`src/rtl/hazard_pkg.sv`:
```
// Shared constants and types for the pipeline hazard controller.
// Holds branch opcodes, forward-mux select codes and the MUL/DIV state type.
package hazard_pkg;

  localparam logic [5:0] OP_BEQ = 6'h04;
  localparam logic [5:0] OP_BNE = 6'h05;

  localparam logic [1:0] FWD_RF  = 2'b00;
  localparam logic [1:0] FWD_WB  = 2'b01;
  localparam logic [1:0] FWD_MEM = 2'b10;

  typedef enum logic {
    MD_IDLE = 1'b0,
    MD_BUSY = 1'b1
  } md_state_t;

endpackage

```
`src/rtl/hazard_md_scoreboard.sv`:
```
// Tracks one in-flight MUL/DIV op and its destination register.
// Busy from the cycle after a start up to and including the md_done cycle.
module hazard_md_scoreboard #(
  parameter int REG_AW = 5
) (
  input  logic              clk,
  input  logic              rst_n,
  input  logic              md_start,
  input  logic              md_done,
  input  logic [REG_AW-1:0] ex_dst,
  output logic              md_busy,
  output logic [REG_AW-1:0] md_dst_q
);
  import hazard_pkg::*;

  md_state_t state;

  // A start while busy is ignored; the unit accepts one op at a time.
  always_ff @(posedge clk) begin
    if (!rst_n) begin
      state    <= MD_IDLE;
      md_busy  <= 1'b0;
      md_dst_q <= '0;
    end else begin
      case (state)
        MD_IDLE: begin
          if (md_start) begin
            state    <= MD_BUSY;
            md_busy  <= 1'b1;
            md_dst_q <= ex_dst;
          end
        end
        MD_BUSY: begin
          if (md_done) begin
            state   <= MD_IDLE;
            md_busy <= 1'b0;
          end
        end
        default: begin
          state   <= MD_IDLE;
          md_busy <= 1'b0;
        end
      endcase
    end
  end

endmodule

```
`src/rtl/pipeline_hazard_ctrl.sv`:
```
// Hazard, stall and forwarding control for the 5-stage core; all controls are combinational.
// Optional perf counters enabled by HAZARD_PERF_EN; dmem_stall freezes the pipe and overrides all stalls.
module pipeline_hazard_ctrl #(
  parameter int REG_AW = 5,
  parameter int OP_W   = 6,
  parameter int CNT_W  = 32
) (
  input  logic              clk,
  input  logic              rst_n,
  input  logic [OP_W-1:0]   id_opcode,
  input  logic [REG_AW-1:0] id_rs,
  input  logic [REG_AW-1:0] id_rt,
  input  logic              id_use_rs,
  input  logic              id_use_rt,
  input  logic              id_is_md,
  input  logic [REG_AW-1:0] id_dst,
  input  logic [REG_AW-1:0] ex_rs,
  input  logic [REG_AW-1:0] ex_rt,
  input  logic [REG_AW-1:0] ex_dst,
  input  logic              ex_reg_write,
  input  logic              ex_mem_read,
  input  logic              md_start,
  input  logic              md_done,
  input  logic [REG_AW-1:0] mem_dst,
  input  logic [REG_AW-1:0] mem_rt,
  input  logic              mem_reg_write,
  input  logic              mem_mem_read,
  input  logic              mem_mem_write,
  input  logic [REG_AW-1:0] wb_dst,
  input  logic              wb_reg_write,
  input  logic              dmem_stall,
  output logic              pc_write,
  output logic              if_id_write,
  output logic              id_ex_bubble,
  output logic              pipe_freeze,
  output logic [1:0]        fwd_a,
  output logic [1:0]        fwd_b,
  output logic              fwd_a_id,
  output logic              fwd_b_id,
  output logic              fwd_wd_mem,
  input  logic              perf_clr,
  output logic [CNT_W-1:0]  perf_stall_cnt,
  output logic [CNT_W-1:0]  perf_bubble_cnt
);
  import hazard_pkg::*;

  logic              md_busy;
  logic [REG_AW-1:0] md_dst_q;

  // A frozen pipe must not launch a MUL/DIV, so the start is masked here.
  hazard_md_scoreboard #(.REG_AW(REG_AW)) u_md_sb (
    .clk      (clk),
    .rst_n    (rst_n),
    .md_start (md_start & ~dmem_stall),
    .md_done  (md_done),
    .ex_dst   (ex_dst),
    .md_busy  (md_busy),
    .md_dst_q (md_dst_q)
  );

  function automatic logic reads(input logic use_r, input logic [REG_AW-1:0] r,
                                 input logic [REG_AW-1:0] d);
    return use_r && (d != '0) && (r == d);
  endfunction

  logic id_branch, id_reads_md, md_haz, load_use, branch_haz, any_stall;
  logic mem_fwd_ok;

  assign id_branch = (id_opcode == OP_W'(OP_BEQ)) || (id_opcode == OP_W'(OP_BNE));

  assign id_reads_md = reads(id_use_rs, id_rs, md_dst_q) || reads(id_use_rt, id_rt, md_dst_q)
                     || reads(1'b1, id_dst, md_dst_q);
  assign md_haz      = md_busy && (id_is_md || id_reads_md);

  assign load_use    = ex_mem_read && (reads(id_use_rs, id_rs, ex_dst) || reads(id_use_rt, id_rt, ex_dst));

  // Branches resolve in ID, so an ALU result in EX or a load in MEM is not yet usable.
  assign branch_haz  = id_branch &&
                       ((ex_reg_write && (reads(id_use_rs, id_rs, ex_dst) || reads(id_use_rt, id_rt, ex_dst))) ||
                        (mem_mem_read && (reads(id_use_rs, id_rs, mem_dst) || reads(id_use_rt, id_rt, mem_dst))));

  assign any_stall    = md_haz || load_use || branch_haz;
  assign pipe_freeze  = dmem_stall;
  assign pc_write     = !dmem_stall && !any_stall;
  assign if_id_write  = pc_write;
  assign id_ex_bubble = !dmem_stall && any_stall;

  assign mem_fwd_ok = mem_reg_write && !mem_mem_read;

  always_comb begin
    fwd_a = FWD_RF;
    if (mem_fwd_ok && reads(1'b1, ex_rs, mem_dst))          fwd_a = FWD_MEM;
    else if (wb_reg_write && reads(1'b1, ex_rs, wb_dst))    fwd_a = FWD_WB;
    fwd_b = FWD_RF;
    if (mem_fwd_ok && reads(1'b1, ex_rt, mem_dst))          fwd_b = FWD_MEM;
    else if (wb_reg_write && reads(1'b1, ex_rt, wb_dst))    fwd_b = FWD_WB;
  end

  assign fwd_a_id   = id_branch && mem_fwd_ok && reads(1'b1, id_rs, mem_dst);
  assign fwd_b_id   = id_branch && mem_fwd_ok && reads(1'b1, id_rt, mem_dst);
  assign fwd_wd_mem = wb_reg_write && mem_mem_write && reads(1'b1, mem_rt, wb_dst);

`ifdef HAZARD_PERF_EN
  logic [CNT_W-1:0] stall_cnt_q, bubble_cnt_q;

  always_ff @(posedge clk) begin
    if (!rst_n || perf_clr) begin
      stall_cnt_q  <= '0;
      bubble_cnt_q <= '0;
    end else begin
      if (!pc_write && (stall_cnt_q != '1))      stall_cnt_q  <= stall_cnt_q + 1'b1;
      if (id_ex_bubble && (bubble_cnt_q != '1))  bubble_cnt_q <= bubble_cnt_q + 1'b1;
    end
  end

  assign perf_stall_cnt  = stall_cnt_q;
  assign perf_bubble_cnt = bubble_cnt_q;
`else
  logic unused_perf_clr;
  assign unused_perf_clr = perf_clr;
  assign perf_stall_cnt  = '0;
  assign perf_bubble_cnt = '0;
`endif

endmodule
```
`config.mk`:
```
export PLATFORM = sky130hd
export DESIGN_NAME = pipeline_hazard_ctrl
export DESIGN_NICKNAME = d
export VERILOG_FILES = /design/src/rtl/hazard_pkg.sv /design/src/rtl/hazard_md_scoreboard.sv /design/src/rtl/pipeline_hazard_ctrl.sv
export SDC_FILE = /design/constraint.sdc
export NUM_CORES = 1
export LEC_CHECK = 0
export CAP_MARGIN = 15
export CORE_AREA = 2 2 71 73
export CTS_BUF_LIST = sky130_fd_sc_hd__clkbuf_8
export CTS_CLUSTER_DIAMETER = 80
export DETAILED_ROUTE_END_ITERATION = 8
export DIE_AREA = 0 0 73 75
export HOLD_SLACK_MARGIN = 0.12
export PLACE_DENSITY = 0.9
export SLEW_MARGIN = 20
export SYNTH_ARGS = -nofsm -noshare
export SYNTH_HDL_FRONTEND = slang
export SYNTH_SLANG_ARGS = --single-unit
```
`constraint.sdc`:
```
create_clock -name clk -period 2.3 [get_ports clk]
set_input_delay 0.23 -clock clk [delete_from_list [all_inputs] [get_ports clk]]
set_output_delay 0.23 -clock clk [all_outputs]
set_load 0.01 [all_outputs]
```
## Word level (Yosys, flattened, before mapping)

Index checks and enable logic that the tools add are counted.

- Register bits after elaboration: 7
- Latch bits: 0
- Memory bits (writable): 0
- Memory bits (read-only): 0
- Output and inout port bits: 75
- Word-level logic and storage cells: 87
- Memories: 0

- Add/sub/neg operators: 0
- $mul: 0
- Div/mod/pow operators: 0
- Magnitude comparators: 0
- Equality and inequality tests: 16
- Shifts and indexed selects: 0
- Mux-type cells: 10
- Bitwise gates (word level): 3
- Reduce and logical (&&, ||, !) cells: 55

Operators with widths:

| cell | count |
|---|---|
| == test 5 bit | 12 |
| logical AND 1 bit | 37 |
| nonzero test 5 bit | 4 |
| == test 6 x 3 -> 1 bit, second input constant | 2 |
| logical OR 1 bit | 9 |
| 2-to-1 mux 1 bit | 6 |
| 2-to-1 mux 2 bit | 2 |
| case mux 1 bit (2 select lines) | 2 |
| AND reduction 2 bit | 2 |
| zero test 1 bit | 3 |
| inequality test 2 x 1 -> 1 bit, second input constant | 1 |
| inequality test 2 bit, second input constant | 1 |
| inverter 1 bit | 2 |
| bitwise AND 1 bit | 1 |

## Logic depth before layout (Yosys ltp)

Gate-level depths: netlist of run 1.

- Word-level depth: 11
- Gate-level depth with buffers: 7
- Mapped depth without buffers: 5

## Hierarchy

Synthesis of run 1 repeated with hierarchy kept, for this count alone.

- Cell total of the unflattened synthesis: 212
- Area total of the unflattened synthesis: 1627.8 um^2

Modules (own cells, without submodules):

| module | times used | cells an instance | area each (um^2) |
|---|---|---|---|
| pipeline_hazard_ctrl | 1 | 183 | 1347.5 |
| hazard_md_scoreboard | 1 | 29 | 280.3 |

## Worst setup path before layout of run 1

Ideal clock, no wire load.

- Path type: register to output
- Start: reg u_md_sb.md_dst_q[0]
- End: out pc_write
- Arrival time: 1506 ps
- Data required time: 2070 ps
- Setup slack: 564 ps
- Stages on the path, launching flop included: 6
- Buffers on the path: 1
- Cells stage by stage: dfxtp_1 > or4_1 > o31ai_1 > a31oi_1 > nor3_2 > buf_4

- Word-level cells in the longest chain between the ends: 11
- Elaborated cells on any way between the ends: 17
- Classes of those cells: eq/ne (3); reduce/logical (14)

Ends and longest elaborated chain:

| element | RTL line | source |
|---|---|---|
| start, declared | hazard_md_scoreboard.sv:12 | `output logic [REG_AW-1:0] md_dst_q` |
| start signal, assigned | hazard_md_scoreboard.sv:30 | `md_dst_q <= ex_dst;` |
| nonzero test 5 bit | pipeline_hazard_ctrl.sv:63 | `return use_r && (d != '0) && (r == d);` |
| logical AND 1 bit (2 in a row) | pipeline_hazard_ctrl.sv:63 |  |
| logical OR 1 bit | pipeline_hazard_ctrl.sv:71 | `assign id_reads_md = reads(id_use_rs, id_rs, md_dst_q) \|\| reads(id_use_rt, id_rt, md_dst_q)` |
| logical OR 1 bit * | pipeline_hazard_ctrl.sv:72 | `\|\| reads(1'b1, id_dst, md_dst_q);` |
| logical OR 1 bit * | pipeline_hazard_ctrl.sv:73 | `assign md_haz = md_busy && (id_is_md \|\| id_reads_md);` |
| logical AND 1 bit * | pipeline_hazard_ctrl.sv:73 |  |
| logical OR 1 bit * (2 in a row) | pipeline_hazard_ctrl.sv:82 | `assign any_stall = md_haz \|\| load_use \|\| branch_haz;` |
| zero test 1 bit * | pipeline_hazard_ctrl.sv:84 | `assign pc_write = !dmem_stall && !any_stall;` |
| logical AND 1 bit * | pipeline_hazard_ctrl.sv:84 |  |
| end, declared | pipeline_hazard_ctrl.sv:32 | `output logic pc_write,` |

Mark *: on every way between the ends. The rest lies on a longest branch, timed or not.

## Final worst setup path of run 1

- Start: in mem_dst[3]
- End: out fwd_b[0]

- Word-level cells in the longest chain between the ends: 4
- Elaborated cells on any way between the ends: 5
- Classes of those cells: eq/ne (1); mux (1); reduce/logical (3)

Ends and longest elaborated chain:

| element | RTL line | source |
|---|---|---|
| start, declared | pipeline_hazard_ctrl.sv:24 | `input logic [REG_AW-1:0] mem_dst,` |
| == test 5 bit / nonzero test 5 bit (equally long branches) | pipeline_hazard_ctrl.sv:63 |  |
| logical AND 1 bit * | pipeline_hazard_ctrl.sv:63 |  |
| logical AND 1 bit * | pipeline_hazard_ctrl.sv:95 | `if (mem_fwd_ok && reads(1'b1, ex_rt, mem_dst)) fwd_b = FWD_MEM;` |
| 2-to-1 mux 2 bit * | pipeline_hazard_ctrl.sv:95 |  |
| end, declared | pipeline_hazard_ctrl.sv:37 | `output logic [1:0] fwd_b,` |

Marked as above.

==> results of run 1 <==
[sequential cells by signal (all words and copies together), names as in the netlist]
register,flops
u_md_sb.md_dst_q,5
u_md_sb.state,1
u_md_sb.md_busy,1
[logic make-up after synthesis]
family | share of synthesized area
buffers and inverters | 0.3180
XOR/XNOR | 0.3158
AND/OR/NAND/NOR | 0.1932
AO/OA/AOI/OAI | 0.05638
flip-flops | 0.08421
multiplexers | 0.03008
other | 0.002253
[worst min path at each step]
stage / start / end / slack [ps] / depth (start not counted)
floorplan: rst_n / u_md_sb.state / 350 / 1
global placement: u_md_sb.md_busy / u_md_sb.md_busy / 500 / 1
detailed placement: u_md_sb.md_busy / u_md_sb.md_busy / 510 / 1
CTS: u_md_sb.md_busy / u_md_sb.md_busy / 530 / 1
global route: ex_dst[1] / u_md_sb.md_dst_q[1] / 490 / 3
finish: ex_dst[1] / u_md_sb.md_dst_q[1] / 440 / 3
[synth_stat cells (2+ instances only)]
library cell	n	area share
xnor2_1	19	0.10
nor4_2	2	0.015
buf_2	5	0.015
nand2_1	4	0.0090
dfxtp_1	7	0.084
nor4_1	7	0.026
xor2_1	41	0.22
nand3_1	5	0.015
nand4_1	3	0.011
a31oi_1	2	0.0075
nor2_1	2	0.0045
nor2b_1	6	0.023
mux2i_1	5	0.030
or4_1	4	0.018
nor3_1	5	0.015
buf_4	66	0.30
[critical path, delay by kind of cell]
kind	cells	cell delay, ps
simple gates	4	640
buf+inv	4	1130
[report_power, final]
part	leakage, nW	internal, mW	switching (mW)	total, mW
Sequential	0.0573	0.129	0.00999	0.139
Combinational	1.09	0.205	0.185	0.390
Clock	0.0269	0.115	0.0461	0.161
Total	1.18	0.448	0.241	0.690
[metal layers]
metal  part of all wire  vias to the layer above  global-route usage
met4              0.022                        0             0.05967
met5                  0                        -                   0
met3              0.039                       14             0.01874
met1               0.39                      745              0.1936
li1                   -                      754                   -
met2               0.55                       77              0.2933
[area by class of cell]
class / count / area, sq um / area share
clock inverters: 1 / 3.754 / 0.001495
repair buffers: 105 / 973.4 / 0.3876
well taps: 54 / 67.56 / 0.02691
multi-input cells: 187 / 1281 / 0.5102
clock buffers: 3 / 41.29 / 0.01644
inverters: 1 / 3.754 / 0.001495
flip-flops and latches: 7 / 140.1 / 0.05580
[what timing repair did]
item,CTS,global route
buffers inserted,0,1
cloned,0,0
resized for setup,14,10
endpoints found under the setup margin,9,6
pin swaps,3,3
==> impl_metrics.env, run 1 <==
export IMPL_worst_r2r_path_depth=3
export IMPL_timing_fmax_mhz=445.8
export IMPL_vdd_ir_drop_worst_uv=365.3
export IMPL_relSlewSlack=0.5866
export IMPL_avgViaCountPerCell=4.441
export IMPL_hold_worst_slack_ps=442.6
export IMPL_worst_r2r_setup_slack_ps=960
export IMPL_synth_seq_cells=7
export IMPL_postSynth_topFlopCell="dfxtp_1"
export IMPL_crit_path_start="mem_dst[3]"
export IMPL_mostFrequentLayoutCells="64 x conb_1, 60 x clkdlybuf4s50_1, 41 x xor2_1"
export IMPL_nets=371
export IMPL_detailedPlacementHpwl_um=4097
export IMPL_r2r_start="u_md_sb.state"
export IMPL_ctsHtreeMaxLevel=1
export IMPL_p_leak_nw=1.176
export IMPL_worst_path_max_fanout=4
export IMPL_critical_path_arrival_ps=2010
export IMPL_period_share=0.9752
export IMPL_critical_path_most_common_cell="nor4_2"
export IMPL_timing_setup_tns_ps=0
export IMPL_period_minus_slack_ps=2243
export IMPL_design_core_area_sq_um=4661
export IMPL_io_pins=141
export IMPL_timing_critical_path_to_type="primary output"
export IMPL_global_route_usage_total=0.1609
export IMPL_worst_slew_pin_slew_ps=617.4
export IMPL_flow_area_growth_from_synthesis_pct=50.90
export IMPL_cts_max_path_buffers=2
export IMPL_largest_net_degree_at_the_start_of_global_routing=8
export IMPL_cts_sinks=7
export IMPL_worst_setup_path_endpoint="fwd_b[0]"
export IMPL_timing_worst_setup_path_type="in2out"
export IMPL_finalWorstSetupSlack_ps=57.03
export IMPL_overflow=0
export IMPL_postRouteWirelength_um=4637
export IMPL_ant_nets=0
export IMPL_crit_required_ps=2070
export IMPL_p_per_area_nw_per_um2=274.6
export IMPL_insertedDiodeCount=0
export IMPL_cts_hold_buffers=0
export IMPL_cts_reportedPaths_clkPinSlew_ps=40
export IMPL_detailed_place_area_sq_um=2409
export IMPL_syn_avg_cell_area_sq_um=8.157
export IMPL_synthDistinctLibCells=37
export IMPL_antenna_violations_before_repair=0
export IMPL_worstPathCellList="clkdlybuf4s50_1 -> inv_1 -> nand2_1 -> nand3b_1 -> buf_4 -> nor4_2 -> nor4_2 -> dlygate4sd2_1"
export IMPL_initial_utilization=0.3570
export IMPL_vias=1590
export IMPL_finalMaxSlewViolations=0
export IMPL_die_area_sq_um=5475
export IMPL_worst_path_largest_cell_delay_ps=580
export IMPL_die_width_um=73
export IMPL_ctsRootBufferMaster="clkbuf_8"
export IMPL_tritoncts_clock_tree="built"
export IMPL_report_final_setup_viol=0
export IMPL_slowest_stage="clkdlybuf4s50_1"
export IMPL_async_flop_share=0
export IMPL_hold_class="in2reg"
export IMPL_largest_clock_skew_in_the_final_design_ps=1.591
export IMPL_die_height_um=75
export IMPL_stdcell_count=358
export IMPL_sequential_to_total_area_share_from_yosys_stat=0.08421
export IMPL_first_global_vias=1549
export IMPL_post_layout_total_power_mw=0.6896
export IMPL_synthesis_area_sq_um=1664
export IMPL_worst_r2r_endpoint="u_md_sb.md_dst_q[2]"
export IMPL_final_layout_size_suffix_gt1_frac=0.1612
export IMPL_firstDrtPassIters=4
export IMPL_drt_iter0_markers=29
export IMPL_synthesis_instances=204
export IMPL_final_weighted_congestion_of_routability_driven_global_placement=0.8925
export IMPL_layout_commonest_cell="conb_1"
export IMPL_outcome="finished, final reports clean"
export IMPL_worstSkewPairLatency_ps=220
export IMPL_drt_drc=0
export IMPL_place_port_buffers=74
export IMPL_synth_edf_count=0
export IMPL_rows=25
export IMPL_cp_start_kind="primary input"
export IMPL_fin_util=0.5388
export IMPL_dpl_cell_count=353
export IMPL_fin_area_sq_um=2511
export IMPL_yosysWarningCount=0
export IMPL_nFillCells=420
export IMPL_report_final_hold_viol_count=0
export IMPL_grt_first_pass_wirelength_um=6975
export IMPL_place_ws_ps=-316.7
export IMPL_maxCapViolCount=0
export IMPL_wire_per_inst_um=12.95
export IMPL_cts_buffers_inserted=3
Power figures use the tool's default switching activity.
==> inputs of run 2 (changes only) <==
CTS_CLUSTER_DIAMETER = default   (was 80)
PLACE_DENSITY = 0.89   (was 0.9)
SYNTH_HIERARCHICAL = 1   (was default)
==> impl_metrics.env, run 2 <==
export IMPL_async_flop_share=0
export IMPL_ctsRootBufferMaster="clkbuf_8"
export IMPL_design_core_area_sq_um=4661
export IMPL_synth_seq_cells=7
export IMPL_timing_critical_path_to_type="primary output"
export IMPL_worst_path_dominant_cell_family="buffers and inverters"
export IMPL_place_ws_ps=-482.8
export IMPL_overflow=0
export IMPL_synth_edf_count=0
export IMPL_die_area_sq_um=5475
export IMPL_hold_class="in2reg"
export IMPL_worst_r2r_path_depth=2
export IMPL_worst_r2r_endpoint="u_md_sb/md_dst_q[0]"
export IMPL_power_switching_mw=0.2531
export IMPL_die_height_um=75
export IMPL_vias=1603
export IMPL_antenna_violations_before_repair=0
export IMPL_mostFrequentLayoutCells="64 x conb_1, 55 x clkdlybuf4s50_1, 39 x xor2_1"
export IMPL_die_width_um=73
export IMPL_unrepaired_setup_endpoints_after_global_routing="no"
export IMPL_worst_path_largest_cell_delay_ps=490
export IMPL_wire_per_inst_um=12.73
export IMPL_rows=25
export IMPL_nets=381
export IMPL_dpl_cell_count=364
export IMPL_drt_iter0_markers=33
export IMPL_post_layout_total_power_mw=0.7066
export IMPL_worstHoldStart="ex_dst[3]"
export IMPL_yosysWarningCount=6
export IMPL_outcome="finished, final reports clean"
export IMPL_pwr_share_clk=0.245
export IMPL_postRouteWirelength_um=4684
export IMPL_reg_top3="u_md_sb/md_dst_q x5, u_md_sb/md_busy x1, u_md_sb/state x1"
export IMPL_final_weighted_congestion_of_routability_driven_global_placement=0.8423
export IMPL_insertedDiodeCount=0
export IMPL_final_seq_area_sq_um=140.1
export IMPL_ant_nets=0
export IMPL_worstPathCellList="clkdlybuf4s50_1 -> buf_4 -> xor2_1 -> or4_1 -> nor4_1 -> dlygate4sd2_1"
export IMPL_first_global_vias=1534
export IMPL_detailedPlacementHpwl_um=4044
export IMPL_layout_commonest_cell="conb_1"
export IMPL_avgViaCountPerCell=4.356
export IMPL_firstDrtPassIters=4
export IMPL_synthesis_area_sq_um=1628
export IMPL_drt_drc=0
export IMPL_r2r_start="u_md_sb/state"
export IMPL_synthesis_instances=212
export IMPL_p_leak_nw=1.179
export IMPL_final_layout_size_suffix_gt1_frac=0.1720
export IMPL_hold_path_depth=3
export IMPL_synthDistinctLibCells=29
export IMPL_worstSetupPathDepth=6
export IMPL_grt_first_pass_wirelength_um=6900
export IMPL_io_pins=141
export IMPL_finalMaxSlewViolations=0
export IMPL_largest_register_ffs=5
export IMPL_destination_of_the_worst_hold_path="u_md_sb/md_dst_q[3]"
export IMPL_multi_input_area_sq_um=1254
export IMPL_critical_path_arrival_ps=1960
export IMPL_period_minus_slack_ps=2191
export IMPL_worst_path_max_fanout=3
export IMPL_timing_worst_setup_path_type="in2out"
export IMPL_cts_sinks=7
export IMPL_synth_most_common_cell="buf_4"
export IMPL_report_final_hold_viol_count=0
export IMPL_tritoncts_clock_tree="built"
export IMPL_worst_r2r_setup_slack_ps=1220
export IMPL_period_share=0.9524
export IMPL_synth_area_leaders="buf_4 31%, xor2_1 21%, xnor2_1 11%"
export IMPL_cts_reportedPaths_clkPinSlew_ps=40
export IMPL_crit_required_ps=2070
export IMPL_worstSkewPairLatency_ps=230
export IMPL_largest_net_degree_at_the_start_of_global_routing=13
export IMPL_nFillCells=420
export IMPL_finalWorstSetupSlack_ps=109.4
export IMPL_post_synth_top_area_share=0.3090
export IMPL_postSynth_topFlopCell="dfxtp_1"
export IMPL_timing_critical_path_buf_inv=3
export IMPL_synth_top_cell_by_area="buf_4"
export IMPL_vdd_ir_drop_worst_uv=180.5
export IMPL_slowest_stage="or4_1"
export IMPL_initial_utilization=0.3493
export IMPL_registers_top_by_ff_count="u_md_sb/md_dst_q"
export IMPL_sequential_to_total_area_share_from_yosys_stat=0.08609
export IMPL_hold_worst_slack_ps=372.0
export IMPL_syn_avg_cell_area_sq_um=7.678
export IMPL_maxCapViolCount=0
export IMPL_cts_max_path_buffers=2
export IMPL_cts_buffers_inserted=3
export IMPL_timing_fmax_mhz=456.5
export IMPL_synth_cells_most_frequent="67 x buf_4, 39 x xor2_1, 21 x xnor2_1"
export IMPL_part_of_the_power_in_registers=0.196
export IMPL_p_comb_frac=0.559
export IMPL_internal_power_mw=0.4535
export IMPL_sw_frac_of_total=0.3583
export IMPL_p_per_area_nw_per_um2=281.5
export IMPL_cp_start_kind="primary input"
export IMPL_ctsHtreeMaxLevel=1
export IMPL_stdcell_count=368
export IMPL_global_route_usage_total=0.1591
export IMPL_place_port_buffers=74
export IMPL_largest_clock_skew_in_the_final_design_ps=0.4202
export IMPL_flow_area_growth_from_synthesis_pct=54.19
export IMPL_report_final_setup_viol=0
export IMPL_cts_hold_buffers=0
==> run 2: changes by cell type after synthesis, moves of 2 or more <==
cell     change
nor2b_1      -5
xor2_1       -2
nand2_1      +8
nor4_1       +3
a21oi_1      +2
nor2_1       +2
xnor2_1      +2
nor4_2       -2
nand3_1      +4
==> run 2: how the worst max path moves through the flow <==
stage                         from      endpoint  slack (ps)
2_1_floorplan  u_md_sb/md_dst_q[0]      pc_write         300
6_report                 wb_dst[4]      fwd_a[0]         110
3_5_place_dp             ex_dst[1]      pc_write        -480
3_3_place_gp             ex_dst[1]   if_id_write        -430
4_1_cts                   id_rs[1]  id_ex_bubble           5
5_1_grt                 mem_dst[1]      fwd_b[0]          20
==> run 2: per-layer routing <==
layer / track usage / vias up / wire (um)
met1: 0.1955 / 726 / 1883
met4: 0.02263 / 0 / 68
li1: - / 781 / -
met5: 0 / - / 0
met2: 0.2923 / 90 / 2373
met3: 0.03213 / 6 / 359
==> run 2: cell families after synthesis <==
kind of cell,synth area share
buf+inv,0.3336
xor+xnor,0.3228
simple gates,0.1745
compound gates,0.04996
flops,0.08608
mux,0.03075
other cells,0.002304
==> run 2: through the flow <==
step | setup TNS, ps | cell area [sq um] | utilization
floorplan | 0 | 1864 | -
global placement | -1717 | 2389 | 0.5125
detailed placement | -2049 | 2389 | 0.5125
CTS | 0 | 2491 | 0.5345
global route | 0 | 2510 | 0.5385
finish | 0 | 2510 | 0.5385
==> run 2: what timing repair did <==
| item | 4_1_cts | 5_1_grt |
|---|---|---|
| pin swaps | 3 | 8 |
| gates resized for setup | 29 | 10 |
| setup endpoints to repair | 9 | 6 |
| setup buffers | 0 | 0 |
==> run 2: power by group through the flow <==
| stage | Clock [mW] | Sequential, mW | Combinational [mW] |
|---|---|---|---|
| 2_1_floorplan | 0 | 0.139 | 0.258 |
| 3_3_place_gp | 0 | 0.140 | 0.371 |
| 3_5_place_dp | 0 | 0.141 | 0.382 |
| 4_1_cts | 0.174 | 0.138 | 0.393 |
| 5_1_grt | 0.182 | 0.139 | 0.429 |
| 6_report | 0.173 | 0.139 | 0.395 |
==> run 2: cell type report <==
cell class                      instances  area share
Multi-Input combinational cell        194      0.4995
Timing Repair Buffer                  108      0.3983
Sequential cell                         7     0.05583
Tap cell                               54     0.02692
Clock buffer                            3     0.01645
Clock inverter                          1    0.001496
Inverter                                1    0.001496
==> run 2: tightest hold or removal path: stages <==
cell	delay, ps
dlymetal6s2s_1	170
nand2_1	90
mux2i_1	60
